<file path="src/rtl/aclk_multi_alarm_controller.sv">
// ---------------------------------------------------------------------------
// aclk_multi_alarm_controller
// Keypad entry sequencer for the alarm clock. It collects MAX_DIGITS key
// presses, commits them to the current time or to one of N_ALARMS alarm
// slots, shows the selected alarm, and abandons an entry that is incomplete
// or idle for TIMEOUT_S seconds.
//
// Ports
//   clk, rst       system clock, asynchronous active-high reset
//   one_second     one-cycle pulse per second (inactivity timer tick)
//   alarm_button   show alarm / commit entry to alarm slot
//   time_button    commit entry to current time
//   key            keypad code, NOKEY when idle
//   alarm_sel      requested alarm slot
//   reset_count    clear seconds counter (with load_new_c)
//   load_new_c     load key buffer into current time
//   show_new_time  display key buffer
//   show_a         display alarm alarm_idx
//   load_new_a     one-hot alarm slot load strobe
//   shift          shift key into key buffer
//   alarm_idx      latched alarm slot
//   digit_count    digits accepted in the current entry
//   entry_abort    one-cycle pulse when an entry is discarded
//
// state            | meaning
// SHOW_TIME        | idle, showing current time
// KEY_STORED       | shift the pressed key into the buffer
// KEY_WAITED       | waiting for key release
// KEY_ENTRY        | entry in progress, waiting for next key or button
// SHOW_ALARM       | alarm_button held, showing alarm alarm_idx
// SET_ALARM_TIME   | load buffer into alarm slot alarm_idx
// SET_CURRENT_TIME | load buffer into current time
// ENTRY_ABORT      | entry discarded
// ---------------------------------------------------------------------------
module aclk_multi_alarm_controller #(
  parameter int         N_ALARMS   = 2,
  parameter int         SEL_W      = 1,
  parameter int         TIMEOUT_S  = 10,
  parameter int         MAX_DIGITS = 4,
  parameter logic [3:0] NOKEY      = 4'd10
) (
  input  logic                clk,
  input  logic                rst,
  input  logic                one_second,
  input  logic                alarm_button,
  input  logic                time_button,
  input  logic [3:0]          key,
  input  logic [SEL_W-1:0]    alarm_sel,
  output logic                reset_count,
  output logic                load_new_c,
  output logic                show_new_time,
  output logic                show_a,
  output logic [N_ALARMS-1:0] load_new_a,
  output logic                shift,
  output logic [SEL_W-1:0]    alarm_idx,
  output logic [2:0]          digit_count,
  output logic                entry_abort
);

  typedef enum logic [2:0] {
    SHOW_TIME        = 3'd0,
    KEY_STORED       = 3'd1,
    KEY_WAITED       = 3'd2,
    KEY_ENTRY        = 3'd3,
    SHOW_ALARM       = 3'd4,
    SET_ALARM_TIME   = 3'd5,
    SET_CURRENT_TIME = 3'd6,
    ENTRY_ABORT      = 3'd7
  } state_t;

  state_t           r_state;
  state_t           w_next;
  logic [7:0]       r_timer;
  logic [2:0]       r_digit_count;
  logic [SEL_W-1:0] r_alarm_idx;
  logic             w_latch_idx;
  logic             w_complete;
  logic             w_timeout;
  logic             w_in_entry;
  logic             w_key_down;
  logic             w_sel_ok;

  assign w_complete = (r_digit_count == 3'(MAX_DIGITS));
  assign w_in_entry = (r_state == KEY_WAITED) || (r_state == KEY_ENTRY);
  assign w_timeout  = w_in_entry && (r_timer == 8'(TIMEOUT_S));
  assign w_key_down = (key != NOKEY);
  // Slot requests beyond the implemented alarms fall back to slot 0.
  assign w_sel_ok   = (32'(alarm_sel) < 32'(N_ALARMS));

  always_ff @(posedge clk or posedge rst) begin
    if (rst) r_state <= SHOW_TIME;
    else     r_state <= w_next;
  end

  always_comb begin
    w_next        = r_state;
    w_latch_idx   = 1'b0;
    show_new_time = 1'b0;
    shift         = 1'b0;
    show_a        = 1'b0;
    load_new_c    = 1'b0;
    reset_count   = 1'b0;
    entry_abort   = 1'b0;
    load_new_a    = '0;

    case (r_state)
      SHOW_TIME: begin
        if (alarm_button) begin
          w_next      = SHOW_ALARM;
          w_latch_idx = 1'b1;
        end else if (w_key_down) begin
          w_next = KEY_STORED;
        end
      end
      KEY_STORED: w_next = KEY_WAITED;
      KEY_WAITED: begin
        if (!w_key_down)    w_next = KEY_ENTRY;
        else if (w_timeout) w_next = ENTRY_ABORT;
      end
      KEY_ENTRY: begin
        // Buttons outrank the timeout; alarm outranks time.
        if (alarm_button) begin
          w_next      = w_complete ? SET_ALARM_TIME : ENTRY_ABORT;
          w_latch_idx = w_complete;
        end else if (time_button) begin
          w_next = w_complete ? SET_CURRENT_TIME : ENTRY_ABORT;
        end else if (w_timeout) begin
          w_next = ENTRY_ABORT;
        end else if (w_key_down && !w_complete) begin
          w_next = KEY_STORED;
        end
      end
      SHOW_ALARM: if (!alarm_button) w_next = SHOW_TIME;
      default:    w_next = SHOW_TIME;
    endcase

    show_new_time = (r_state == KEY_STORED) || w_in_entry;
    shift         = (r_state == KEY_STORED);
    show_a        = (r_state == SHOW_ALARM);
    load_new_c    = (r_state == SET_CURRENT_TIME);
    reset_count   = (r_state == SET_CURRENT_TIME);
    entry_abort   = (r_state == ENTRY_ABORT);
    for (int i = 0; i < N_ALARMS; i++)
      load_new_a[i] = (r_state == SET_ALARM_TIME) && (32'(r_alarm_idx) == 32'(i));
  end

  always_ff @(posedge clk or posedge rst) begin
    if (rst) begin
      r_timer       <= '0;
      r_digit_count <= '0;
      r_alarm_idx   <= '0;
    end else begin
      if (w_latch_idx)
        r_alarm_idx <= w_sel_ok ? alarm_sel : '0;

      if (w_next == SHOW_TIME)
        r_digit_count <= '0;
      else if ((r_state == KEY_STORED) && !w_complete)
        r_digit_count <= r_digit_count + 3'd1;

      // Restart on every entry edge so a pulse coinciding with it is dropped.
      // The timer never passes TIMEOUT_S: reaching it always forces an exit.
      if (!w_in_entry || (w_next != r_state))
        r_timer <= '0;
      else if (one_second)
        r_timer <= r_timer + 8'd1;
    end
  end

  assign digit_count = r_digit_count;
  assign alarm_idx   = r_alarm_idx;

endmodule

</file>
<file path="config.mk">
export PLATFORM = sky130hd
export DESIGN_NAME = aclk_multi_alarm_controller
export DESIGN_NICKNAME = d
export VERILOG_FILES = /design/src/rtl/aclk_multi_alarm_controller.sv
export SDC_FILE = /design/constraint.sdc
export NUM_CORES = 1
export LEC_CHECK = 0
export BUFFER_PORTS_ARGS = -buffer_cell sky130_fd_sc_hd__buf_2
export CORE_ASPECT_RATIO = 0.6
export CORE_MARGIN = 2
export CORE_UTILIZATION = 48
export DETAILED_ROUTE_END_ITERATION = 12
export GPL_TIMING_DRIVEN = 0
export PLACE_DENSITY = 0.74
export SYNTH_ARGS = -nofsm -noshare
export SYNTH_HDL_FRONTEND = slang
export SYNTH_SLANG_ARGS = --single-unit
</file>
<file path="constraint.sdc">
create_clock -name clk -period 1.8 [get_ports clk]
set_input_delay 0.36 -clock clk [delete_from_list [all_inputs] [get_ports clk]]
set_output_delay 0.36 -clock clk [all_outputs]
set_load 0.02 [all_outputs]
</file>
==> out/results.ini, run 1 <==
[sta]
hold_viol_final = 0
setup-violations-final = 0
tightestPinTransition_ps = 653
rsz0062_at_grt = true
min_period_ps = 1790
fmax_ghz = 0.559
fin_worst_skew_ps = 5.58
timing_max_transition_violations_final = 0
max_slew_margin = 0.564
timing.final.crit_share = 0.995

[floorplanning]
die_w_um = 64.4
initial_standard_cell_utilization_of_the_core = 0.498
floorplan.die_area_sq_um = 2590
design.portCount = 22
dieHeight_um = 40.3
design.core.area_sq_um = 2110
floorplan.rows = 13

[global_route]
first_global_vias = 823
globalRouteTotalUtil = 0.206
grt_start_max_net_pins = 16
grt_remaining_overflow = 0
antenna_violations_before_repair = 0
global_route_wire_length_before_repair_mm = 3.88

[layout]
multi_input_gate_area_sq_um = 648
drive_gt1_frac = 0.459
postLayoutCellArea_sq_um = 1350
area_growth_pct = 28.1
n_antenna_cell = 0
layout.area.seq_sq_um = 380
nFillCells = 175
design.final.nets = 150

[synthesis]
asyncSetResetFlopFracSynth = 1.00
yosysMostFrequentCell = sky130_fd_sc_hd__dfrtp_1
postSynthCellCount = 105
avgSynthCellArea_sq_um = 10.0
ranking_of_synthesized_cells_by_area = sky130_fd_sc_hd__dfrtp_1 (36%), sky130_fd_sc_hd__nor3_2 (6.7%), sky130_fd_sc_hd__ha_1 (4.8%)
number_of_synthesized_flops_with_an_enable_pin = 0
yosysWarnings = 0
syn-cell-area_sq_um = 1050
postSynthNetCount = 119
yosys_top_cell_by_area = sky130_fd_sc_hd__dfrtp_1
synth_largest_type_area_fraction = 0.357
synth-seq-area-share = 0.357
yosys_register_bits = 15
synth_cell_type_count = 42
synth_ff_type = sky130_fd_sc_hd__dfrtp_1
cell_types_with_the_highest_counts_after_synthesis = sky130_fd_sc_hd__dfrtp_1 (15), sky130_fd_sc_hd__nand2_1 (9), sky130_fd_sc_hd__nor3_2 (7), sky130_fd_sc_hd__inv_1 (6), sky130_fd_sc_hd__nor2_1 (6)

[setup_path]
ff2ff_setup_slack_ps = 10
rr_endpoint = r_timer[5]
worstPathRequired_ps = 2020
path_class = flip-flop to flip-flop
startpoint_type = flip-flop
ff2ff_path_depth = 7
max_fanout_on_critical_path = 5
worst_ep_arrival_time_ps = 2010
timing.rr.start = digit_count[0]
crit_path_end_kind = flip-flop

[detailed_routing]
antenna_left = 0
post-route-drc-count = 0
post_drt_via_cell_ratio = 5.81
num_vias = 959
drt-initial-drc-count = 37
routed_wl_mm = 2.58
wire_per_inst_um = 15.6
drt_pre_antenna_iters = 7

[placement]
place.gp.congestion = 0.803
place_hpwl_mm = 1.76
portBuffers = 20
dpl_cell_area_sq_um = 1190

[power_and_ir_drop]
leakage_uw = 0.000570
int_pwr_uw = 982
cellPowerDensity_nw_per_um2 = 1330
finalPower_uw = 1790
netSwitchingPower_uw = 811
power.share.switching = 0.452
ir_worst_vdd_v = 0.000730
power.clock.fraction = 0.114
combinationalPowerShare = 0.629
seq_power_share = 0.256

[min_path]
holdCritPathClass = primary input to async pin

[clock_network]
cts_hold_buffers_added = 0
cts.sinks = 15
clk-insertion-delay-late_ps = 290
clk_transition_reported_paths_ps = 100
cts_root_buffer_type = sky130_fd_sc_hd__clkbuf_4
cts_max_level = 1
cts-buffers-inserted = 3
cts-root-to-sink-buffers = 2
tritoncts = done

[flow_run]
timing.max_cap.violations = 0

[run_status]
status = finished clean

==> sequential cells by signal, summed over array words and instances (netlist names) <==
signal and flops:
r_state 3, r_timer 8, alarm_idx 1, digit_count 3
==> timing repair <==
| item | in CTS | in global routing |
|---|---|---|
| gates resized for setup | 4 | 11 |
| gates cloned | 0 | 1 |
| setup buffers | 3 | 2 |
| pin swaps | 0 | 6 |
| setup endpoints to repair | 13 | 15 |
==> worst max-delay path: stages, from the launching register on <==
cell and delay [ps]:
sky130_fd_sc_hd__dfrtp_2 380, sky130_fd_sc_hd__inv_2 40, sky130_fd_sc_hd__ha_2 190, sky130_fd_sc_hd__and4_1 210, sky130_fd_sc_hd__a211o_1 280, sky130_fd_sc_hd__a31o_4 260, sky130_fd_sc_hd__clkbuf_16 170, sky130_fd_sc_hd__nor3_2 160
==> area by class of cell <==
cell class / instances / share of cell area
Sequential cell: 15 / 0.282
Timing Repair Buffer: 26 / 0.123
Tap cell: 30 / 0.0279
Clock buffer: 3 / 0.0167
Clock inverter: 1 / 0.00557
Buffer: 7 / 0.0446
Inverter: 7 / 0.0195
Multi-Input combinational cell: 76 / 0.481
==> per-stage QoR <==
stage	setup TNS (ps)	setup WS, ps	std cells	hold slack [ps]	utilization
2_1_floorplan	0	21.2	105	261	-
3_3_place_gp	-35.1	-20.9	155	443	0.564
3_5_place_dp	-56.6	-31.1	155	450	0.564
4_1_cts	0	26.5	162	126	0.598
5_1_grt	-217	-35.2	165	136	0.637
6_report	0	9.85	165	107	0.637
==> cell families (layout without fill, tap and decap cells) <==
kind of cell / count (synthesis) / after routing / synth area share
buf+inv: 14 / 44 / 0.0725
mux: 2 / 2 / 0.0202
flops: 15 / 15 / 0.357
compound gates: 14 / 14 / 0.127
fa+ha+maj: 4 / 4 / 0.0476
xor+xnor: 9 / 9 / 0.0749
simple gates: 47 / 47 / 0.301
==> worst max path at each step <==
stage	slack [ps]	depth (start not counted)	from	end
floorplan	20	6	digit_count[0]	r_timer[1]
global placement	-20	7	digit_count[0]	digit_count[0]
detailed placement	-30	7	digit_count[0]	digit_count[0]
CTS	30	7	digit_count[0]	digit_count[0]
global route	-40	4	r_state[2]	r_timer[1]
finish	10	7	digit_count[0]	r_timer[5]
==> power by group through the flow <==
stage	Clock (uW)	Sequential (uW)	Combinational, uW
6_report	205	459	1130
5_1_grt	226	466	1190
4_1_cts	205	447	914
3_5_place_dp	0	461	847
3_3_place_gp	0	456	833
2_1_floorplan	0	476	624
==> layer usage <==
metal / up-vias / GRT usage / share of wire
met3: 12 / 0.0534 / 0.082
li1: 439 / - / -
met1: 460 / 0.272 / 0.44
met4: 0 / 0.0691 / 0.024
met5: - / 0 / 0
met2: 48 / 0.339 / 0.46
==> placed cells by master, fill, tap and decap left out, types with 3 or more instances in the layout <==
| cell | instances |
|---|---|
| sky130_fd_sc_hd__nor3_2 | 7 |
| sky130_fd_sc_hd__dfrtp_1 | 11 |
| sky130_fd_sc_hd__buf_2 | 19 |
| sky130_fd_sc_hd__inv_1 | 4 |
| sky130_fd_sc_hd__nand3_1 | 4 |
| sky130_fd_sc_hd__dfrtp_2 | 4 |
| sky130_fd_sc_hd__inv_2 | 3 |
| sky130_fd_sc_hd__xnor2_1 | 5 |
| sky130_fd_sc_hd__nand4_1 | 3 |
| sky130_fd_sc_hd__xor2_1 | 4 |
| sky130_fd_sc_hd__clkbuf_4 | 3 |
| sky130_fd_sc_hd__nand2_1 | 9 |
| sky130_fd_sc_hd__buf_4 | 8 |
| sky130_fd_sc_hd__nor3_1 | 3 |
| sky130_fd_sc_hd__nor2_1 | 5 |
Note: power is estimated with default switching activity, not from simulation.
==> run 2, diff against run 1 <==
- BUFFER_PORTS_ARGS: -buffer_cell sky130_fd_sc_hd__buf_2 -> not set
- CAP_MARGIN: not set -> 40
- CORE_ASPECT_RATIO: 0.6 -> not set
- CORE_MARGIN: 2 -> 8
- CORE_UTILIZATION: 48 -> 55
- DONT_BUFFER_PORTS: not set -> 1
- PLACE_DENSITY: 0.74 -> 0.73
==> out/results.ini, run 2 (synthesis gave the netlist of run 1 again) <==
[clock_network]
clk-insertion-delay-late_ps = 280
cts.sinks = 15
cts_hold_buffers_added = 0
tritoncts = done
cts_max_level = 1
clk_transition_reported_paths_ps = 90
cts_root_buffer_type = sky130_fd_sc_hd__clkbuf_4
cts-buffers-inserted = 3
cts-root-to-sink-buffers = 2

[setup_path]
startpoint_type = flip-flop
cp_cell_sequence = buf_4 > nor2b_1 > nand4_1 > a31o_4 > buf_8 > a31oi_4
path_class = flip-flop to flip-flop
worst_ep_arrival_time_ps = 2050
ff2ff_setup_slack_ps = -40
max_fanout_on_critical_path = 10
worstPathRequired_ps = 2000
worst_path_max_delay_cell = sky130_fd_sc_hd__dfrtp_1
crit_path_end_kind = flip-flop
slowest_delay_ps = 390

[placement]
portBuffers = 0
place_hpwl_mm = 1.69
pre_cts_ws_ps = -114
post-place-cells = 132
place.gp.congestion = 0.897

[global_route]
antenna_violations_before_repair = 0
first_global_vias = 871
grt_remaining_overflow = 0
globalRouteTotalUtil = 0.147
grt_start_max_net_pins = 16
global_route_wire_length_before_repair_mm = 4.00

[layout]
largest_register_ff_count = 8
final_core_util = 0.693
top_register = r_timer
n_antenna_cell = 0
area_growth_pct = 24.0
final-instance-count-excl-fill = 142
layout_common_cells = sky130_fd_sc_hd__dfrtp_1 (12), sky130_fd_sc_hd__nand2_1 (9), sky130_fd_sc_hd__nor2_1 (6), sky130_fd_sc_hd__buf_4 (6), sky130_fd_sc_hd__xnor2_1 (5)
drive_gt1_frac = 0.383
design.final.nets = 130
layout.cells.most_common = sky130_fd_sc_hd__dfrtp_1

[power_and_ir_drop]
seq_power_share = 0.283
power.share.switching = 0.469
power.clock.fraction = 0.108
finalPower_uw = 1820
combinationalPowerShare = 0.609
netSwitchingPower_uw = 851
leakage_uw = 0.000524
int_pwr_uw = 965
ir_worst_vdd_v = 0.000903
cellPowerDensity_nw_per_um2 = 1390

[sta]
min_period_ps = 1840
max_slew_margin = 0.620
setup-violations-final = 4
fin_worst_skew_ps = 2.09
hold_viol_final = 0
postLayoutSetupSlackWorst_ps = -42.3
rsz0062_at_grt = true
tightestPinTransition_ps = 562
timing.final.crit_share = 1.02
fmax_ghz = 0.543
timing_max_transition_violations_final = 0

[floorplanning]
initial_standard_cell_utilization_of_the_core = 0.559
design.portCount = 22
design.core.area_sq_um = 1880
floorplan.die_area_sq_um = 3570
dieHeight_um = 59.7
floorplan.rows = 16
die_w_um = 59.7

[detailed_routing]
num_vias = 846
antenna_left = 0
wire_per_inst_um = 17.7
post-route-drc-count = 0
post_drt_via_cell_ratio = 5.96
routed_wl_mm = 2.51
drt-initial-drc-count = 22
drt_pre_antenna_iters = 4

[min_path]
holdCritPathClass = primary input to async pin

[run_status]
violations = negative setup slack
status = finished, violations left

[flow_run]
timing.max_cap.violations = 0

run 2: changes by cell type in the layout (fill, tap and decap cells not counted), sizes merged:
cell | before | now
buf | 29 | 11
clkbuf | 7 | 6
clkinvlp | 1 | 0
run 2: final timing paths:
| kind | start | endpoint | cells past startpoint |
|---|---|---|---|
| min | rst | digit_count[2] | 1 |
| max reg2reg | r_state[1] | digit_count[1] | 6 |
| max in group asynchronous | rst | digit_count[1] | 1 |
| min in group clk | alarm_sel | alarm_idx | 1 |
| max | r_state[1] | digit_count[1] | 6 |
| min reg2reg | r_timer[1] | r_timer[1] | 2 |
run 2: power by group through the flow:
| stage | registers (uW) | logic (uW) | clock network, uW |
|---|---|---|---|
| 3_5_place_dp | 494 | 741 | 0 |
| 4_1_cts | 512 | 937 | 197 |
| 2_1_floorplan | 476 | 624 | 0 |
| 6_report | 514 | 1110 | 197 |
| 3_3_place_gp | 490 | 724 | 0 |
| 5_1_grt | 522 | 1180 | 209 |
run 2: critical path, delay by kind of cell, from the launching register on:
| family | cells | cell delay (ps) |
|---|---|---|
| and+or+nand+nor | 2 | 540 |
| DFF | 1 | 390 |
| buffers and inverters | 2 | 360 |
| AOI/OAI and AO/OA | 2 | 480 |
run 2: stage by stage:
stage	setup TNS [ps]	cell area, sq um	hold WS (ps)
after floorplan	0	1050	261
after global placement	-751	1090	338
after detailed placement	-940	1090	349
after CTS	-92.8	1210	38.3
after global routing	-1110	1310	75.3
final	-111	1310	9.63
run 2: final cells by class:
cell class,count,area [sq um]
flip-flops and latches,15,379
repair buffers,7,80.1
inverters,7,26.3
plain buffers,6,50.0
clock buffers,4,26.3
fillers,145,577
well taps,27,33.8
multi-input cells,76,709
run 2: layer usage:
layer | track usage | part of all wire | vias to the layer above
met5 | 0 | 0 | -
li1 | - | - | 395
met2 | 0.269 | 0.54 | 30
met4 | 0.0714 | 0.028 | 0
met1 | 0.153 | 0.36 | 411
met3 | 0.0323 | 0.072 | 10
run 2: timing repair:
action | 4_1_cts | 5_1_grt
pin swaps | 6 | 5
resized for setup | 11 | 13
gates cloned | 1 | 0
endpoints found under the setup margin | 13 | 14
setup buffers | 3 | 3
